[src/rtl/mw_arith_pkg.sv]
// mw_arith_pkg: shared limb width, FSM state type and index-width helper for multi-word arithmetic
package mw_arith_pkg;

    localparam int LIMB_W = 16;

    typedef enum logic [1:0] {IDLE, RUN, DONE} mw_state_t;

    // Width of a limb index; a single-limb design still needs one bit.
    function automatic int idx_w(input int words);
        return (words <= 1) ? 1 : $clog2(words);
    endfunction

endpackage

[src/rtl/cla16.sv]
// cla16: 16-bit carry-lookahead adder built from four 4-bit lookahead groups
//   a, b  : addends
//   cin   : carry in
//   s     : sum
//   cout  : carry out
module cla16 (
    input  logic [15:0] a,
    input  logic [15:0] b,
    input  logic        cin,
    output logic [15:0] s,
    output logic        cout
);

    logic [15:0] w_g;
    logic [15:0] w_p;
    logic [16:0] w_c;
    logic [3:0]  w_gg;
    logic [3:0]  w_gp;

    // Group generate/propagate give each group's carry-out directly from the
    // group carry-in; only the three inner carries of a group ripple.
    always_comb begin
        w_g    = a & b;
        w_p    = a ^ b;
        w_gg   = '0;
        w_gp   = '0;
        w_c    = '0;
        w_c[0] = cin;
        for (int k = 0; k < 4; k++) begin
            w_gg[k] = w_g[4*k+3]
                    | (w_p[4*k+3] & w_g[4*k+2])
                    | ((&w_p[4*k+2 +: 2]) & w_g[4*k+1])
                    | ((&w_p[4*k+1 +: 3]) & w_g[4*k]);
            w_gp[k] = &w_p[4*k +: 4];
            for (int i = 0; i < 3; i++)
                w_c[4*k+i+1] = w_g[4*k+i] | (w_p[4*k+i] & w_c[4*k+i]);
            w_c[4*k+4] = w_gg[k] | (w_gp[k] & w_c[4*k]);
        end
    end

    assign s    = w_p ^ w_c[15:0];
    assign cout = w_c[16];

endmodule

[src/rtl/sub_limb16.sv]
// sub_limb16: one 16-bit limb of a subtraction, d = a - b - borrowIn, on a cla16
//   a, b      : minuend / subtrahend limb
//   borrowIn  : borrow from the lower limb
//   d         : difference limb
//   borrowOut : borrow into the next limb
module sub_limb16 (
    output logic [15:0] d,
    output logic        borrowOut,
    input  logic [15:0] a,
    input  logic [15:0] b,
    input  logic        borrowIn
);

    logic w_cout;

    // a - b - bin == a + ~b + ~bin; the adder's carry is the inverted borrow.
    cla16 u_cla (
        .a    (a),
        .b    (~b),
        .cin  (~borrowIn),
        .s    (d),
        .cout (w_cout)
    );

    assign borrowOut = ~w_cout;

endmodule

[src/rtl/mw_sub_seq.sv]
// mw_sub_seq: sequential multi-word subtractor d = a - b - bIn, one 16-bit limb per cycle
//   clk, resetN        : clock, synchronous active-low reset
//   inValid / inReady  : request handshake (inReady high only in IDLE)
//   a, b, bIn          : minuend, subtrahend, borrow-in (sampled at accept)
//   outValid / outReady: result handshake (outValid high only in DONE)
//   d                  : difference mod 2^(16*WORDS)
//   bOut, zero, v      : final borrow, d==0, signed overflow
module mw_sub_seq
    import mw_arith_pkg::*;
#(
    parameter int WORDS = 4
) (
    input  logic                    clk,
    input  logic                    resetN,
    input  logic                    inValid,
    output logic                    inReady,
    input  logic [LIMB_W*WORDS-1:0] a,
    input  logic [LIMB_W*WORDS-1:0] b,
    input  logic                    bIn,
    output logic                    outValid,
    input  logic                    outReady,
    output logic [LIMB_W*WORDS-1:0] d,
    output logic                    bOut,
    output logic                    zero,
    output logic                    v
);

    localparam int W  = LIMB_W * WORDS;
    localparam int IW = idx_w(WORDS);

    mw_state_t         r_state;
    mw_state_t         w_next;
    logic [W-1:0]      r_a;
    logic [W-1:0]      r_b;
    logic [W-1:0]      r_d;
    logic [IW-1:0]     r_idx;
    logic              r_borrow;
    logic              r_bout;
    logic              r_zero;
    logic              r_v;
    logic [LIMB_W-1:0] w_d_limb;
    logic              w_borrow_out;
    logic [W-1:0]      w_d_full;
    logic              w_accept;
    logic              w_last;

    sub_limb16 u_limb (
        .d         (w_d_limb),
        .borrowOut (w_borrow_out),
        .a         (r_a[r_idx*LIMB_W +: LIMB_W]),
        .b         (r_b[r_idx*LIMB_W +: LIMB_W]),
        .borrowIn  (r_borrow)
    );

    assign w_accept = inValid && inReady;
    assign w_last   = (r_idx == IW'(WORDS - 1));

    // Final difference with the limb being produced this cycle merged in, so
    // the flags see the complete result on the last limb's edge.
    always_comb begin
        w_d_full = r_d;
        w_d_full[r_idx*LIMB_W +: LIMB_W] = w_d_limb;
    end

    always_comb begin
        w_next   = r_state;
        inReady  = (r_state == IDLE);
        outValid = (r_state == DONE);
        case (r_state)
            IDLE:    w_next = inValid ? RUN : IDLE;
            RUN:     w_next = w_last ? DONE : RUN;
            DONE:    w_next = outReady ? IDLE : DONE;
            default: w_next = IDLE;
        endcase
    end

    always_ff @(posedge clk) begin
        if (!resetN) begin
            r_state  <= IDLE;
            r_a      <= '0;
            r_b      <= '0;
            r_d      <= '0;
            r_idx    <= '0;
            r_borrow <= 1'b0;
            r_bout   <= 1'b0;
            r_zero   <= 1'b0;
            r_v      <= 1'b0;
        end else begin
            r_state <= w_next;
            if (w_accept) begin
                r_a      <= a;
                r_b      <= b;
                r_borrow <= bIn;
                r_idx    <= '0;
                r_d      <= '0;
                r_bout   <= 1'b0;
                r_zero   <= 1'b0;
                r_v      <= 1'b0;
            end else if (r_state == RUN) begin
                r_d[r_idx*LIMB_W +: LIMB_W] <= w_d_limb;
                r_borrow <= w_borrow_out;
                r_idx    <= r_idx + 1'b1;
                if (w_last) begin
                    r_bout <= w_borrow_out;
                    r_zero <= (w_d_full == '0);
                    r_v    <= (r_a[W-1] != r_b[W-1]) && (w_d_full[W-1] != r_a[W-1]);
                end
            end
        end
    end

    assign d    = r_d;
    assign bOut = r_bout;
    assign zero = r_zero;
    assign v    = r_v;

endmodule
[config.mk]
export PLATFORM = sky130hd
export DESIGN_NAME = mw_sub_seq
export DESIGN_NICKNAME = d
export VERILOG_FILES = /design/src/rtl/mw_arith_pkg.sv /design/src/rtl/cla16.sv /design/src/rtl/sub_limb16.sv /design/src/rtl/mw_sub_seq.sv
export SDC_FILE = /design/constraint.sdc
export NUM_CORES = 1
export LEC_CHECK = 0
export ABC_AREA = 1
export CAP_MARGIN = 20
export CORE_UTILIZATION = 35
export DETAILED_ROUTE_END_ITERATION = 8
export GPL_TIMING_DRIVEN = 0
export SLEW_MARGIN = 15
export SYNTH_ARGS = -nofsm -noshare
export SYNTH_HDL_FRONTEND = slang
export SYNTH_SLANG_ARGS = --single-unit
[constraint.sdc]
create_clock -name clk -period 12.25 [get_ports clk]
set_clock_uncertainty 0.05 [all_clocks]
set_input_delay 1.225 -clock clk [delete_from_list [all_inputs] [get_ports clk]]
set_output_delay 1.225 -clock clk [all_outputs]
set_load 0.01 [all_outputs]
==> results.toml <==
[pwr]
intPower_w = 0.00120
netSwitchingFraction_pct = 34.8
power.share.clock_pct = 33.0
pwr-share-comb_pct = 27.0
peakVddDrop_uv = 109
p_leak_nw = 5.87
seqPwrFrac_pct = 40.0
p_per_area_nw_per_um2 = 138
p_sw_w = 0.000640

[setup_path]
critPathKind = "reg -> reg"
crit_required_ns = 12.53
path_common_cell = "nand2_1"
cp-end-kind = "flop"
cp_slowest_cell = "buf_1"
critPathArrivalTime_ns = 5.65
critPathMaxStageDelay_ns = 0.48
cp-start-kind = "flop"
crit_fanout = 10

[cts]
cts_tree = "built"
postCtsSetupBuffers = 0
htreeDepth = 4
clkSlewWorstSetupHoldPaths_ns = 0.08
cts_resized = 0
cts_buffer_depth = 2
cts.sink_count = 200
cts_root_buf = "clkbuf_16"
hold_buffers = 0
worst_skew_pair.late_latency_ns = 0.45
cts_buffers = 17

[flow_run]
cap_violations = 0

[cells_and_area]
diodes = 0
area_delta_synth_final_pct = 30.7
drive_gt1_share_pct = 6.06
fin_nets = 1887

[sta]
finalHoldViolations = 0
max_slew_margin_pct = 55.0
period_share_pct = 43.8
slew_violations = 0
fmax_mhz = 186
min_period_ns = 5.37
rsz0062_at_grt = "false"
tightest_slew_ns = 0.668
setup_viol = 0
tns_ns = 0
whs_ns = 0.439

[floorplanning]
ioPinCount = 202
die_y_um = 173
die_x_um = 173
dieArea_um2 = 29900
num_rows = 62
initial_utilization_pct = 35.6
fp.coreArea_um2 = 28700

[synth]
synth_top_area_share_pct = 39.2
ys_seq_area_share_pct = 39.2
synth-edff-count = 0
async_flop_share_pct = 0
syn_area_per_cell_um2 = 6.81
synth_area_leader_cell = "dfxtp_1"
ys_warn_count = 0
synth_flop_cell = "dfxtp_1"
synth_area_um2 = 10200
ys_top_cells_by_count = "422 x nor2_1, 203 x nand2_1, 200 x dfxtp_1, 196 x o21ai_0, 142 x inv_1"
yosysUniqueCellTypes = 37
syn_nets = 1667
syn_inst = 1500
synth.area.top_cells = "dfxtp_1 39%, nor2_1 16%, o21ai_0 9.6%"
synth.most_common_cell = "nor2_1"
synth_seq_cells = 200

[global_route]
grt_pass1_wl_um = 54200
grt_max_degree = 23
grtUsageTotal_pct = 23.2
grt_overflow_total = 0
antenna_found_initial = 0
grt_pass1_vias = 9971

[place]
placement.io_buffers = 201
place_congestion = 0.928
place_hpwl_um = 27700

[drt]
ant_nets = 0
dr_wl_met2_um = 16000
top_layer = "met4"
dr.pass1.iters = 6
finalWirelength_um = 34700
wl_met3_um = 2160
drc = 0
wl_per_cell_um = 16.4
vias = 10400
drt_iter0_markers = 755
via_per_inst = 4.92
wl_met1_um = 15600

[outcome]
outcome = "completed"

[hold_path]
hold_path_class = "reg -> reg"
final cells by class:
type | count | area, um^2
fill | 2990 | 15400
multi-input combinational | 1050 | 5140
sequential | 200 | 4000
timing repair buffer | 201 | 2010
inverter | 150 | 563
buffer | 100 | 510
tap | 384 | 480
clock buffer | 17 | 425
clock inverter | 15 | 215
registers in the layout (all words and copies together), names as in the netlist:
name      count
v             1
r_state       2
zero          1
r_b          64
r_a          64
r_idx         2
d            64
bOut          1
r_borrow      1
power by group through the flow:
stage / registers [W] / clock network (W) / logic [W]
after floorplan: 0.000742 / 0 / 0.000292
after global placement: 0.000750 / 0 / 0.000486
after detailed placement: 0.000750 / 0 / 0.000492
after CTS: 0.000735 / 0.000611 / 0.000493
after global routing: 0.000742 / 0.000637 / 0.000551
final: 0.000736 / 0.000607 / 0.000496
worst paths after layout:
| path | depth (start not counted) | start | slack (ns) | end |
|---|---|---|---|---|
| worst min register to register | 2 | r_a[45]$_SDFFE_PN0P_ | 0.44 | r_a[45]$_SDFFE_PN0P_ |
| worst max register to register | 29 | r_idx[0]$_SDFFE_PP0P_ | 6.88 | zero$_SDFFE_PP0P_ |
| worst min-delay path | 2 | r_a[45]$_SDFFE_PN0P_ | 0.44 | r_a[45]$_SDFFE_PN0P_ |
| worst max-delay path | 29 | r_idx[0]$_SDFFE_PP0P_ | 6.88 | zero$_SDFFE_PP0P_ |
critical path, delay by kind of cell, from the launching register on:
kind | cells | cell delay [ns]
compound gates | 3 | 0.53
fa+ha+maj | 4 | 1.54
buf+inv | 6 | 1.23
flops | 1 | 0.41
simple gates | 16 | 1.50
metal layers:
layer  track usage [%]  vias up
met5                 0        -
met4              8.19        0
met3              3.28       51
met2              38.3      379
met1              30.9     4749
li1                  -     5247
cell usage in the layout (no fill, tap or decap), types with 17 or more instances in the layout:
master,count
a21oi_1,45
buf_2,24
clkbuf_1,43
clkbuf_16,17
clkdlybuf4s50_1,201
dfxtp_1,200
ha_1,22
inv_1,142
nand2_1,203
nand3_1,19
nor2_1,422
o211ai_1,36
o21ai_0,196
o22ai_1,19
metrics by stage:
stage               util (%)  setup WS, ns  cells  instance area, um^2  total power, W
floorplan                  -          7.95   1500                10200         0.00103
CTS                     46.5          6.93   2117                13400         0.00184
global placement        44.3          7.01   2085                12700         0.00124
detailed placement      44.3          6.98   2085                12700         0.00124
global route            46.5          6.54   2117                13400         0.00193
finish                  46.5          6.88   2117                13400         0.00184
kinds of logic after synthesis:
| group | after synthesis | share of synthesized area [%] |
|---|---|---|
| simple gates | 674 | 26.1 |
| flops | 200 | 39.2 |
| fa+ha+maj | 34 | 5.04 |
| xor+xnor | 1 | 0.0857 |
| buf+inv | 250 | 10.5 |
| compound gates | 341 | 19.1 |
Note: power is estimated with default switching activity, not from simulation.
